## src/rtl/ce_requant_pkg.sv

```systemverilog
// Shared CE-side requantization helpers: output width derivation,
// round-half-up arithmetic shift, and clip limits per output mode.
package ce_requant_pkg;

  // Wide enough that the rounding add on any CE result cannot wrap.
  localparam int CE_CALC_W = 64;

  typedef logic signed [CE_CALC_W-1:0] ce_calc_t;

  // CE accumulator output width for N-bit data and M-bit weights.
  function automatic int ce_dw(input int n, input int m);
    return n + m + 15;
  endfunction

  // Arithmetic right shift with round-half-up (toward +inf).
  function automatic ce_calc_t ce_round_shift(input ce_calc_t x, input int sr);
    if (sr <= 0) return x;
    return (x + (ce_calc_t'(1) <<< (sr - 1))) >>> sr;
  endfunction

  // Largest representable output value.
  function automatic ce_calc_t ce_max(input int n, input logic relu);
    if (relu) return (ce_calc_t'(1) <<< n) - ce_calc_t'(1);
    return (ce_calc_t'(1) <<< (n - 1)) - ce_calc_t'(1);
  endfunction

  // Smallest representable output value.
  function automatic ce_calc_t ce_min(input int n, input logic relu);
    if (relu) return '0;
    return -(ce_calc_t'(1) <<< (n - 1));
  endfunction

  // ReLU zeroing followed by saturation to the output range.
  function automatic ce_calc_t ce_clip(input ce_calc_t r, input int n, input logic relu);
    if (relu && (r < 0)) return '0;
    if (r > ce_max(n, relu)) return ce_max(n, relu);
    if (r < ce_min(n, relu)) return ce_min(n, relu);
    return r;
  endfunction

  // True when saturation altered the value; ReLU zeroing does not count.
  function automatic logic ce_is_clipped(input ce_calc_t r, input int n, input logic relu);
    if (relu && (r < 0)) return 1'b0;
    return (r > ce_max(n, relu)) || (r < ce_min(n, relu));
  endfunction

endpackage

```

## src/rtl/ce_out_fifo.sv

```systemverilog
// Synchronous FIFO holding requantized results. A push into a full FIFO
// is accepted when a pop happens in the same cycle.
module ce_out_fifo #(
  parameter int W     = 4,
  parameter int DEPTH = 4
) (
  input  logic         clk,
  input  logic         rst_n,
  input  logic         i_push,
  input  logic         i_pop,
  input  logic [W-1:0] i_data,
  output logic [W-1:0] o_data,
  output logic         o_full,
  output logic         o_empty
);

  localparam int AW = (DEPTH > 1) ? $clog2(DEPTH) : 1;

  logic [W-1:0]  r_mem [DEPTH];
  logic [AW-1:0] r_wr_ptr;
  logic [AW-1:0] r_rd_ptr;
  logic [AW:0]   r_count;
  logic          w_push;
  logic          w_pop;

  assign o_full  = (r_count == (AW+1)'(DEPTH));
  assign o_empty = (r_count == '0);
  assign w_pop   = i_pop & ~o_empty;
  assign w_push  = i_push & (~o_full | w_pop);
  assign o_data  = r_mem[r_rd_ptr];

  // Storage write.
  // NOTE: the data array has no reset; emptiness is tracked by r_count and
  // the consumer never sees a slot that was not written first.
  always_ff @(posedge clk) begin
    if (w_push) r_mem[r_wr_ptr] <= i_data;
  end

  // Pointers and occupancy; DEPTH is a power of two so pointers wrap freely.
  // NOTE: state uses non-blocking assignments so every register samples the
  // pre-edge values regardless of statement order.
  always_ff @(posedge clk or negedge rst_n) begin
    if (!rst_n) begin
      r_wr_ptr <= '0;
      r_rd_ptr <= '0;
      r_count  <= '0;
    end else begin
      if (w_push) r_wr_ptr <= r_wr_ptr + 1'b1;
      if (w_pop)  r_rd_ptr <= r_rd_ptr + 1'b1;
      case ({w_push, w_pop})
        2'b10:   r_count <= r_count + 1'b1;
        2'b01:   r_count <= r_count - 1'b1;
        default: r_count <= r_count;
      endcase
    end
  end

endmodule

```

## src/rtl/ce_requant.sv

```systemverilog
// Requantizes wide CE results (rounded shift, optional ReLU, saturation)
// and buffers them behind a valid/ready port. The CE cannot be stalled, so
// results arriving at a full buffer are dropped and counted.
module ce_requant
  import ce_requant_pkg::*;
#(
  parameter int N     = 4,
  parameter int M     = 4,
  parameter int SR    = 2,
  parameter int RELU  = 1,
  parameter int DEPTH = 4,
  parameter int FRAME = 16,
  localparam int DW   = ce_dw(N, M)
) (
  input  logic                 clk,
  input  logic                 rst,
  input  logic signed [DW-1:0] d_in,
  input  logic                 en_in,
  output logic [N-1:0]         q_data,
  output logic                 q_valid,
  input  logic                 q_ready,
  output logic                 q_last,
  output logic                 sat,
  output logic                 ovf,
  output logic [7:0]           drop_cnt,
  input  logic                 clr
);

  localparam int   S1_W    = DW + 1;
  localparam logic RELU_EN = (RELU != 0);
  localparam int   FCW     = (FRAME > 1) ? $clog2(FRAME) : 1;
  localparam logic [FCW-1:0] LAST_CNT = FCW'(FRAME - 1);

  logic                   r_s1_valid;
  logic signed [S1_W-1:0] r_s1_data;
  logic                   r_s2_valid;
  logic [N-1:0]           r_s2_data;
  logic                   r_s2_clip;
  logic [FCW-1:0]         r_frame_cnt;
  logic                   r_sat;
  logic                   r_ovf;
  logic [7:0]             r_drop_cnt;

  logic [N-1:0]           w_head;
  logic                   w_full;
  logic                   w_empty;
  logic                   w_pop;
  logic                   w_drop;

  // S1: rounded shift of the incoming CE result, kept one bit wider than
  // the input so the rounding term never wraps.
  always_ff @(posedge clk or negedge rst) begin
    if (!rst) begin
      r_s1_valid <= 1'b0;
      r_s1_data  <= '0;
    end else begin
      r_s1_valid <= en_in;
      if (en_in) r_s1_data <= S1_W'(ce_round_shift(ce_calc_t'(d_in), SR));
    end
  end

  // S2: ReLU and saturation to the N-bit output range, remembering clips.
  always_ff @(posedge clk or negedge rst) begin
    if (!rst) begin
      r_s2_valid <= 1'b0;
      r_s2_data  <= '0;
      r_s2_clip  <= 1'b0;
    end else begin
      r_s2_valid <= r_s1_valid;
      if (r_s1_valid) begin
        r_s2_data <= N'(ce_clip(ce_calc_t'(r_s1_data), N, RELU_EN));
        r_s2_clip <= ce_is_clipped(ce_calc_t'(r_s1_data), N, RELU_EN);
      end
    end
  end

  ce_out_fifo #(
    .W     (N),
    .DEPTH (DEPTH)
  ) u_fifo (
    .clk     (clk),
    .rst_n   (rst),
    .i_push  (r_s2_valid),
    .i_pop   (w_pop),
    .i_data  (r_s2_data),
    .o_data  (w_head),
    .o_full  (w_full),
    .o_empty (w_empty)
  );

  assign q_valid  = ~w_empty;
  assign w_pop    = q_valid & q_ready;
  assign w_drop   = r_s2_valid & w_full & ~w_pop;
  // Head is masked while empty so the port reads zero out of reset.
  assign q_data   = q_valid ? w_head : '0;
  assign q_last   = q_valid & (r_frame_cnt == LAST_CNT);
  assign sat      = r_sat;
  assign ovf      = r_ovf;
  assign drop_cnt = r_drop_cnt;

  // Frame position of the head word; wraps on the pop that carries q_last.
  always_ff @(posedge clk or negedge rst) begin
    if (!rst) begin
      r_frame_cnt <= '0;
    end else if (w_pop) begin
      r_frame_cnt <= q_last ? '0 : r_frame_cnt + 1'b1;
    end
  end

  // Sticky clip/overflow flags and saturating drop counter; a new event in
  // the same cycle as clr takes precedence over the clear.
  always_ff @(posedge clk or negedge rst) begin
    if (!rst) begin
      r_sat      <= 1'b0;
      r_ovf      <= 1'b0;
      r_drop_cnt <= '0;
    end else begin
      r_sat <= (r_sat & ~clr) | (r_s2_valid & r_s2_clip);
      r_ovf <= (r_ovf & ~clr) | w_drop;
      if (w_drop) begin
        if (clr)                       r_drop_cnt <= 8'd1;
        else if (r_drop_cnt != 8'hFF)  r_drop_cnt <= r_drop_cnt + 8'd1;
      end else if (clr) begin
        r_drop_cnt <= '0;
      end
    end
  end

endmodule

```

## config.mk

```make
export PLATFORM = sky130hd
export DESIGN_NAME = ce_requant
export DESIGN_NICKNAME = d
export VERILOG_FILES = /design/src/rtl/ce_requant_pkg.sv /design/src/rtl/ce_out_fifo.sv /design/src/rtl/ce_requant.sv
export SDC_FILE = /design/constraint.sdc
export NUM_CORES = 1
export LEC_CHECK = 0
export ABC_AREA = 1
export CORE_UTILIZATION = 50
export DETAILED_ROUTE_END_ITERATION = 8
export GPL_TIMING_DRIVEN = 0
export HOLD_SLACK_MARGIN = 0.08
export PLACE_DENSITY = 0.71
export SLEW_MARGIN = 20
export SYNTH_ARGS = -nofsm -noshare
export SYNTH_HDL_FRONTEND = slang
export SYNTH_SLANG_ARGS = --single-unit
```

## constraint.sdc

```tcl
create_clock -name clk -period 5.6 [get_ports clk]
set_input_delay 1.12 -clock clk [delete_from_list [all_inputs] [get_ports clk]]
set_output_delay 1.12 -clock clk [all_outputs]
set_load 0.005 [all_outputs]
```

# Yosys cells after proc, flatten, opt, wreduce, memory -nomap -nowiden
# Memories as Yosys holds them, arrays and structs flattened.
# Index checks and enable logic that the tools add are counted.
[word_totals] n_memories=1 input_bits=28 ramBits=16 reg_bits=50
[op_classes] muxes=50 order_cmp=4 n_bitwise=16 reduce_logical=6 n_eq_ne=5 add_sub_neg=7
[mem_list] name="u_fifo.r_mem" words=4 width=4 rd=1 rd_ports_with_merged_regs=0 wr=1 line="ce_out_fifo.sv:19" source="logic [W-1:0] r_mem [DEPTH];"
[ops] cell="$mux W64" count=9
[ops] cell="$lt A22 B64 Y1" count=2
[ops] cell="$gt A22 B64 Y1" count=1
[ops] cell="$mux W4" count=11
[ops] cell="$mux W8" count=4
[ops] cell="$mux W1" count=25
[ops] cell="$add A23 B3 Y24 const B" count=1
[ops] cell="$lt A22 B1 Y1 const B" count=1
[ops] cell="$and A1 B1 Y1" count=9
[ops] cell="$add A8 B1 Y8 const B" count=1
[ops] cell="$ne A8 B8 Y1 const B" count=1
[ops] cell="$pmux W3 S2" count=1
[ops] cell="$reduce_bool A2 Y1" count=3
[ops] cell="$add A2 B1 Y2 const B" count=2
[ops] cell="$add A4 B1 Y4 const B" count=1
[ops] cell="$eq A4 B4 Y1 const B" count=1
[ops] cell="$not A1 Y1" count=4
[ops] cell="$add A3 B1 Y3 const B" count=1
[ops] cell="$eq A3 B3 Y1 const B" count=1
[ops] cell="$logic_not A3 Y1" count=1
[ops] cell="$or A1 B1 Y1" count=3
[ops] cell="$sub A3 B1 Y3 const B" count=1
[ops] cell="$eq A2 B1 Y1 const B" count=1
[ops] cell="$eq A2 B2 Y1 const B" count=1
[ops] cell="other kinds (2)" count=2

# Logic depth before layout (Yosys ltp)
# Gate-level depths: netlist of the first run.
[logic_depth] word_depth=29 mapped_depth=10 mapped_depth_nobuf=10

# Cells and area by module
# Synthesis of the first run repeated with hierarchy kept, for this count alone.
[hier_totals] cells_unflattened=431 hier_area_um2=3538.4
[by_module_without_submodules] module="ce_requant" seq_area_each_um2=1076.0 area_each_um2=2481.1 cells_per_inst=336 instances=1
[by_module_without_submodules] module="ce_out_fifo" seq_area_each_um2=655.6 area_each_um2=1057.3 cells_per_inst=95 instances=1

# Worst setup path before layout of the first run
# No wires, ideal clock.
[synth_timing] kind="in2reg" from="input port q_ready" to="register u_fifo.r_count[2]" stages=9 arrival_time_ps=2395 slack_ps=3074 setup_time_ps=131 n_path_buf=0 required_ps=5469 cell_sequence="inv_1 nand3_1 nand2_1 ha_1 inv_1 fa_1 a21oi_1 o21ai_0 xor2_1"
[synth_between] elab_chain_len=6
[synth_lines] item="start, declared" line="ce_requant.sv:21" source="input logic q_ready,"
[synth_lines] item="$and A1 B1 Y1 (*)" line="ce_requant.sv:92" source="assign w_pop = q_valid & q_ready;"
[synth_lines] item="$and A1 B1 Y1 (*)" line="ce_out_fifo.sv:28" source="assign w_pop = i_pop & ~o_empty;"
[synth_lines] item="$or A1 B1 Y1" line="ce_out_fifo.sv:29" source="assign w_push = i_push & (~o_full | w_pop);"
[synth_lines] item="$and A1 B1 Y1" line="ce_out_fifo.sv:29"
[synth_lines] item="$eq A2 B1 Y1 / $eq A2 B2 Y1 (equally long branches)" line="ce_out_fifo.sv:50" source="case ({w_push, w_pop})"
[synth_lines] item="$pmux W3 S2 / $reduce_bool A2 Y1 (equally long branches)"
[synth_lines] item="end signal, assigned" line="ce_out_fifo.sv:51" source="2'b10: r_count <= r_count + 1'b1;"
[synth_lines] item="end signal, assigned" line="ce_out_fifo.sv:52" source="2'b01: r_count <= r_count - 1'b1;"
[synth_lines] item="end signal, assigned" line="ce_out_fifo.sv:53" source="default: r_count <= r_count;"
[synth_lines] item="end, declared" line="ce_out_fifo.sv:22" source="logic [AW:0] r_count;"
# Every way passes the cells marked *; elsewhere a longest branch is shown, timed or not.
# A chain may end at the register's enable or synchronous reset.

# Worst setup path after layout of the first run
[layout_timing] from="register u_fifo.r_rd_ptr[0]" to="output port q_data[1]"
[layout_between] elab_chain_len=2
[layout_lines] item="start, declared" line="ce_out_fifo.sv:21" source="logic [AW-1:0] r_rd_ptr;"
[layout_lines] item="start signal, assigned" line="ce_out_fifo.sv:49" source="if (w_pop) r_rd_ptr <= r_rd_ptr + 1'b1;"
[layout_lines] item="$mem_v2 Z4 W4"
[layout_lines] item="$mux W4" line="ce_requant.sv:95" source="assign q_data = q_valid ? w_head : '0;"
[layout_lines] item="end, declared" line="ce_requant.sv:19" source="output logic [N-1:0] q_data,"
# No other way between the ends.

==> results of run 1 <==
## placed cells by master (no fill, tap or decap), types with 2 or more instances in the layout
| master | count |
|---|---|
| nor2_2 | 4 |
| dfrtp_1 | 50 |
| bufinv_16 | 3 |
| xor2_1 | 9 |
| inv_2 | 2 |
| nor2_4 | 2 |
| clkbuf_1 | 2 |
| nand2_2 | 6 |
| ha_1 | 8 |
| xnor2_1 | 6 |
| a21oi_1 | 11 |
| nand3_2 | 3 |
| inv_1 | 47 |
| a22o_1 | 2 |
| o21ai_1 | 6 |
| nor2_1 | 63 |
| nand2_1 | 119 |
| nand4_1 | 9 |
| nor3_1 | 5 |
| nand3_1 | 21 |
| buf_2 | 3 |
| clkbuf_8 | 9 |
| clkdlybuf4s50_1 | 41 |
| o21ai_0 | 28 |
| edfxtp_1 | 16 |
## layout make-up
cell class,instances,area (sq um)
Multi-Input combinational cell,310,1530
Sequential cell,66,1730
Inverter,50,188
Fill cell,583,2490
Clock buffer,10,149
Clock inverter,6,111
Buffer,6,33.8
Timing Repair Buffer,42,418
Tap cell,80,100
## worst max path at each step
stage                   endpoint
3_5_place_dp   u_fifo.r_count[2]
6_report               q_data[1]
2_1_floorplan  u_fifo.r_count[2]
5_1_grt                q_data[1]
3_3_place_gp       r_s1_data[14]
4_1_cts                q_data[1]
## registers in the layout (all words and copies together) (netlist names), 2 cells and up
name,cells
u_fifo.r_rd_ptr,2
r_frame_cnt,4
u_fifo.r_mem,16
u_fifo.r_count,3
r_s1_data,22
drop_cnt,8
u_fifo.r_wr_ptr,2
r_s2_data,4
## power breakdown
part	internal (mW)	switching, mW	total [mW]	leakage, nW
clock network	0.323	0.189	0.511	0.128
logic	0.185	0.223	0.408	1.04
registers	0.589	0.0595	0.648	0.759
## routing by layer
metal  global-route usage  part of all wire  up-vias
met3               0.0404             0.037       12
li1                     -                 -     1488
met4               0.0894             0.016        0
met5                    0                 0        -
met2                0.349              0.46       77
met1                0.292              0.49     1327
## cell families (layout without fill, tap and decap cells)
family,Yosys count,in the layout,synth area share
AND/OR/NAND/NOR,235,235,0.290
flip-flops,66,66,0.497
buffers and inverters,56,114,0.0635
adder cells (fa/ha/maj),9,9,0.0344
XOR/XNOR,15,15,0.0377
AO/OA/AOI/OAI,51,51,0.0779
==> impl_metrics.tcl, run 1 <==
set metrics [dict create \
    cp_slowest_cell "clkdlybuf4s50_1" \
    cts.repair.resized 0 \
    period_share 0.549 \
    clock-skew-final_ns 0.00433 \
    power.total_mw 1.57 \
    r2r_cells 9 \
    clock.fmax_mhz 325 \
    synth_cells 432 \
    power.density_nw_per_um2 368 \
    cap_violations 0 \
    crit_fanout 10 \
    postRouteAntennaNets 0 \
    numCtsBuffers 9 \
    pre_cts_slack_ns 2.45 \
    cts_tree "yes" \
    core_sq_um 6760 \
    worstSetupPathType "register to output port" \
    syn_nets 469 \
    timing.setup.tns_ns 0 \
    hold_end "r_s2_valid" \
    synth.distinct_cells 32 \
    clk_pin_slew_worst_paths_ns 0.07 \
    fin_nets 522 \
    start_util 0.516 \
    setup_slack_ns 2.53 \
    grt_pass1_vias 2769 \
    r2r_slack_ns 3.52 \
    port_buffers 42 \
    ys_seq_area_frac 0.497 \
    grt_pass1_wl_mm 12.4 \
    min_path_cells 0 \
    arrival_ns 1.95 \
    grt_max_degree 51 \
    cp.depth 5 \
    crit_path_cell_trace "buf_2 -> inv_1 -> o21ai_0 -> a21oi_1 -> clkdlybuf4s50_1" \
    num_vias 2904 \
    drc_errors 0 \
    path_delay_family "buffers and inverters" \
    h-tree-depth 3 \
    hp-class "register to register" \
    cts_buffer_depth 2 \
    die_h_um 85.5 \
    dp_cells 554 \
    ys.flop_type "dfrtp_1" \
    post-route-util 0.631 \
    start_kind "register" \
    critPathBufInv 3 \
    p_leak_nw 1.93 \
    synth_area_sq_um 3490 \
    synth-edff-count 16 \
    synth_seq_cells 66 \
    ctsHoldBuffers 0 \
    cp.required_ns 4.48 \
    clk_latency_ns 0.34 \
    slew-limit-headroom 0.585 \
    hold_viol_final 0 \
    worst_pin_slew_ns 0.622 \
    area_growth_pct 22.3 \
    peakVddDrop_uv 174 \
    vias_per_cell 5.09 \
    post_cts.repair.setup_buffers 0 \
    critical_path.startpoint "u_fifo.r_rd_ptr[0]" \
    syn-mean-instance-area_sq_um 8.07 \
    synth_common_cells "nand2_1 (119), nor2_1 (63), dfrtp_1 (50)" \
    place.gp.congestion 0.884 \
    cts_root_buf "clkbuf_8" \
    synth.most_common_cell "nand2_1" \
    outcome "finished, final reports clean" \
    routedWlPerCell_um 12.7 \
    hold_ws_ns 0.392 \
    layout-drive-gt1-share 0.0816 \
    first_pass_iters 7 \
    final_cells 570 \
    yosysTopAreaCell "dfrtp_1" \
    grt_remaining_overflow 0 \
    cpPeakStageDelay_ns 0.51 \
    place_hpwl_mm 5.43 \
    ioPinCount 44 \
    min-delay-start "r_s1_valid" \
    yosysWarnings 0 \
    finalSetupViolCount 0 \
    die_x_um 85.5 \
    min_period_ns 3.07 \
    yosys-top-cells-area "dfrtp_1 (36%), edfxtp_1 (14%), nand2_1 (13%)" \
    dieArea_sq_um 7310 \
    r2r-end "u_fifo.r_count[2]" \
    post_dp_cell_area_sq_um 4010 \
    cts.sinks 66 \
    r2r-start "u_fifo.r_count[1]" \
    rsz0062_at_grt "no" \
    diodes 0 \
    slew_violations 0 \
    drt_iter0_markers 150 \
    async_reset_ff_frac 0.758 \
    rows 30 \
    worst_setup_path_end_kind "output port" \
    final_cell_area_sq_um 4270 \
    grt_use_total 0.217 \
    antenna_found_initial 0 \
    drt-total-wl_mm 7.27 \
    synth_top_area_share 0.359 \
]
No activity file was read; power rests on OpenSTA's default activity.
==> run 2, diff against run 1 <==
- PLACE_DENSITY: 0.71 -> 0.74
- clock period: 5.6 -> 2.8 ns (I/O delays scaled with it)
==> impl_metrics.tcl, run 2 (same netlist as run 1, synthesis figures left out) <==
set metrics [dict create \
    crit_fanout 10 \
    post_cts.repair.setup_buffers 0 \
    power.density_nw_per_um2 679 \
    drt_iter0_markers 109 \
    grt_pass1_wl_mm 12.2 \
    rsz0062_at_grt "no" \
    grt_remaining_overflow 0 \
    hold_viol_final 0 \
    r2r_cells 10 \
    slew_violations 0 \
    final_common_cell "nand2_1" \
    h-tree-depth 3 \
    layout-drive-gt1-share 0.0816 \
    clk_latency_ns 0.34 \
    final_cell_area_sq_um 4190 \
    r2r-start "u_fifo.r_count[0]" \
    period_share 0.879 \
    place_hpwl_mm 5.44 \
    antenna_found_initial 0 \
    core_sq_um 6760 \
    cts_buffer_depth 2 \
    finalSetupViolCount 0 \
    drc_errors 0 \
    arrival_ns 1.90 \
    cp.required_ns 2.24 \
    grt_use_total 0.214 \
    drt-total-wl_mm 7.09 \
    num_vias 2861 \
    min_period_ns 2.46 \
    cpPeakStageDelay_ns 0.52 \
    cts.repair.resized 0 \
    slew-limit-headroom 0.588 \
    first_pass_iters 4 \
    worstSetupPathType "register to output port" \
    start_kind "register" \
    cp_slowest_cell "clkdlybuf4s50_1" \
    post_dp_cell_area_sq_um 4010 \
    largest_reg_flops 22 \
    clock.fmax_mhz 406 \
    post-route-util 0.620 \
    die_h_um 85.5 \
    regMostFlops "r_s1_data" \
    diodes 0 \
    routedWlPerCell_um 12.4 \
    clk_pin_slew_worst_paths_ns 0.08 \
    cap_violations 0 \
    postRouteAntennaNets 0 \
    hp-class "input pin to asynchronous set/reset pin" \
    fin_nets 522 \
    grt_pass1_vias 2811 \
    clock-skew-final_ns 0.0104 \
    path_delay_family "buffers and inverters" \
    rows 30 \
    start_util 0.516 \
    place.gp.congestion 0.920 \
    numCtsBuffers 9 \
    worst_pin_slew_ns 0.619 \
    port_buffers 42 \
    ioPinCount 44 \
    area_growth_pct 20.1 \
    r2r-end "u_fifo.r_count[2]" \
    p_leak_nw 1.89 \
    r2r_slack_ns 0.74 \
    critPathBufInv 3 \
    vias_per_cell 5.02 \
    ctsHoldBuffers 0 \
    cts_tree "yes" \
    die_x_um 85.5 \
    worst_setup_path_end_kind "output port" \
    outcome "finished, final reports clean" \
    final_cell_mix "nand2_1 (119), nor2_1 (63), dfrtp_1 (50), inv_1 (47), clkdlybuf4s50_1 (41)" \
    grt_max_degree 51 \
    hold_ws_ns 0.224 \
    crit_path_cell_trace "buf_2 -> inv_1 -> o21ai_0 -> a21oi_1 -> clkdlybuf4s50_1" \
    dieArea_sq_um 7310 \
    cts.sinks 66 \
    peakVddDrop_uv 241 \
    cts_root_buf "clkbuf_8" \
]
-- run 2: cell count changes in the layout (fill, tap and decap cells not counted) --
cell and change:
bufinv_16 -3, clkbuf_16 -1, clkinv_2 -1, inv_6 +4, clkinv_4 +1
-- run 2: power breakdown --
| part | internal, mW | switching [mW] | leakage [nW] |
|---|---|---|---|
| registers | 1.18 | 0.120 | 0.759 |
| clock network | 0.336 | 0.401 | 0.0912 |
| logic | 0.370 | 0.440 | 1.04 |
| total | 1.88 | 0.960 | 1.89 |
-- run 2: per-layer routing --
layer | vias to the layer above | track usage | wire [um]
li1 | 1494 | - | -
met5 | - | 0 | 0
met2 | 65 | 0.359 | 3350
met3 | 9 | 0.0395 | 265
met4 | 0 | 0.0894 | 105
met1 | 1293 | 0.275 | 3370
-- run 2: area by class of cell --
type / instances / area, sq um
repair buffers: 42 / 418
clock inverters: 7 / 60.1
multi-input cells: 310 / 1530
inverters: 50 / 188
clock buffers: 9 / 124
well taps: 80 / 100
fillers: 616 / 2570
flip-flops and latches: 66 / 1730
plain buffers: 6 / 33.8
-- run 2: worst max path at each step --
stage | startpoint | to | slack (ns) | cells after the start
after floorplan | q_ready | u_fifo.r_count[2] | 0.83 | 9
after global placement | rst | r_s1_data[2] | -0.29 | 1
after detailed placement | q_ready | u_fifo.r_count[2] | 0.24 | 10
after CTS | u_fifo.r_rd_ptr[0] | q_data[3] | 0.31 | 5
after global routing | u_fifo.r_rd_ptr[0] | q_data[3] | 0.22 | 5
final | u_fifo.r_rd_ptr[0] | q_data[3] | 0.34 | 5
-- run 2: per-stage QoR --
| stage | TNS, ns | worst slack [ns] | std cells | total power, mW |
|---|---|---|---|---|
| floorplan | 0 | 0.834 | 432 | 1.79 |
| global placement | -14.36 | -0.289 | 554 | 2.10 |
| detailed placement | 0 | 0.239 | 554 | 2.14 |
| CTS | 0 | 0.308 | 570 | 2.87 |
| global route | 0 | 0.216 | 570 | 3.03 |
| finish | 0 | 0.339 | 570 | 2.84 |
-- run 2: worst reg2reg max path, stage by stage, from the launching register on --
cell	delay (ns)
dfrtp_1	0.41
nor2_2	0.07
nand2_1	0.11
nand2_1	0.15
inv_1	0.19
ha_1	0.18
inv_1	0.06
fa_1	0.37
a21oi_1	0.14
o21ai_0	0.11
xor2_1	0.15
==> run 3, diff against run 2 <==
- CORE_MARGIN: default -> 2
==> impl_metrics.tcl, run 3 (same netlist as run 1, synthesis figures left out) <==
set metrics [dict create \
    outcome "finished, final reports clean" \
    rows 30 \
    power.density_nw_per_um2 703 \
    drt-total-wl_mm 7.40 \
    grt_use_total 0.208 \
    final_common_cell "nand2_1" \
    cap_violations 0 \
    worstSetupPathType "register to output port" \
    h-tree-depth 3 \
    cts.sinks 66 \
    rsz0062_at_grt "no" \
    fin_nets 523 \
    slew-limit-headroom 0.609 \
    largest_reg_flops 22 \
    cts.repair.resized 0 \
    num-fill-cells 582 \
    cp_slowest_cell "clkdlybuf4s50_1" \
    grt_pass1_wl_mm 12.4 \
    hp-class "input pin to asynchronous set/reset pin" \
    cts_buffer_depth 2 \
    clock.fmax_mhz 406 \
    numCtsBuffers 9 \
    crit_fanout 10 \
    crit_path_cell_trace "buf_2 -> inv_1 -> o21ai_0 -> a21oi_1 -> clkdlybuf4s50_1" \
    grt_pass1_vias 2763 \
    final_cells 571 \
    vias_per_cell 5.18 \
    dp_cells 555 \
    hold_viol_final 0 \
    worst_pin_slew_ns 0.587 \
    antenna_found_initial 0 \
    slew_violations 0 \
    clock-skew-final_ns 0.00977 \
    area_growth_pct 21.7 \
    postRouteAntennaNets 0 \
    final_cell_mix "nand2_1 (119), nor2_1 (63), dfrtp_1 (50), inv_1 (47), clkdlybuf4s50_1 (41)" \
    cts_root_buf "clkbuf_8" \
    num_vias 2955 \
    layout-drive-gt1-share 0.0835 \
    start_util 0.516 \
    port_buffers 42 \
    die_x_um 87.5 \
    dieArea_sq_um 7660 \
    final_cell_area_sq_um 4240 \
    regMostFlops "r_s1_data" \
    cts_tree "yes" \
    grt_max_degree 27 \
    min_period_ns 2.47 \
    p_leak_nw 1.92 \
    ioPinCount 44 \
    clk_pin_slew_worst_paths_ns 0.08 \
    finalSetupViolCount 0 \
    post_dp_cell_area_sq_um 4020 \
    setup_slack_ns 0.335 \
    diodes 0 \
    place_hpwl_mm 5.62 \
    routedWlPerCell_um 13.0 \
    pre_cts_slack_ns 0.231 \
    drt_iter0_markers 128 \
    place.gp.congestion 0.840 \
    die_h_um 87.5 \
    arrival_ns 1.91 \
    period_share 0.881 \
    grt_remaining_overflow 0 \
    start_kind "register" \
    ctsHoldBuffers 0 \
    cp.required_ns 2.24 \
    core_sq_um 6760 \
    worst_setup_path_end_kind "output port" \
    post_cts.repair.setup_buffers 0 \
    clk_latency_ns 0.35 \
    peakVddDrop_uv 277 \
    post-route-util 0.628 \
    power.total_mw 2.98 \
    first_pass_iters 4 \
    drc_errors 0 \
    cpPeakStageDelay_ns 0.51 \
]
run 3: cell types whose count changed in the layout (fill, tap and decap cells not counted):
cell	change
inv_6	-2
buf_12	+1
buf_2	+1
buf_4	-1
bufinv_16	+1
clkbuf_16	+1
clkinv_4	-1
clkinvlp_4	+1
run 3: path summary, 6_finish.rpt:
kind | slack [ns] | depth (start not counted) | from | endpoint
worst max register to register | 0.74 | 9 | u_fifo.r_count[0] | u_fifo.r_count[2]
min in group clk | 0.44 | 0 | r_s1_valid | r_s2_valid
worst min-delay path | 0.20 | 1 | rst | u_fifo.r_rd_ptr[1]
worst max-delay path | 0.33 | 5 | u_fifo.r_rd_ptr[0] | q_data[2]
worst min register to register | 0.44 | 0 | r_s1_valid | r_s2_valid
max in group asynchronous | 2.05 | 2 | rst | r_s1_data[6]
run 3: stage by stage:
step,setup TNS [ns],hold WS (ns)
4_1_cts,0,0.223
3_5_place_dp,0,0.422
2_1_floorplan,0,0.264
5_1_grt,0,0.265
3_3_place_gp,-12.85,0.418
6_report,0,0.203
run 3: layer usage:
metal / vias up / GRT usage / part of all wire
met5: - / 0 / 0
met4: 0 / 0.109 / 0.030
met3: 17 / 0.0265 / 0.038
met2: 87 / 0.337 / 0.47
met1: 1355 / 0.274 / 0.46
li1: 1496 / - / -
run 3: critical path: cells and delay by family (launching register included):
family,cells,cell delay (ns)
AO/OA/AOI/OAI,2,0.31
buffers and inverters,3,0.89
flip-flops,1,0.35
run 3: final cells by class:
cell class | count | area, sq um | area share
inverters | 50 | 188 | 0.0442
plain buffers | 6 | 33.8 | 0.00796
clock inverters | 6 | 71.3 | 0.0168
clock buffers | 10 | 149 | 0.0351
repair buffers | 43 | 435 | 0.103
flip-flops and latches | 66 | 1730 | 0.408
multi-input cells | 310 | 1530 | 0.362
well taps | 80 | 100 | 0.0236
run 3: where the power goes:
part / internal [mW] / switching (mW)
Sequential: 1.18 / 0.120
Combinational: 0.376 / 0.452
Clock: 0.472 / 0.386
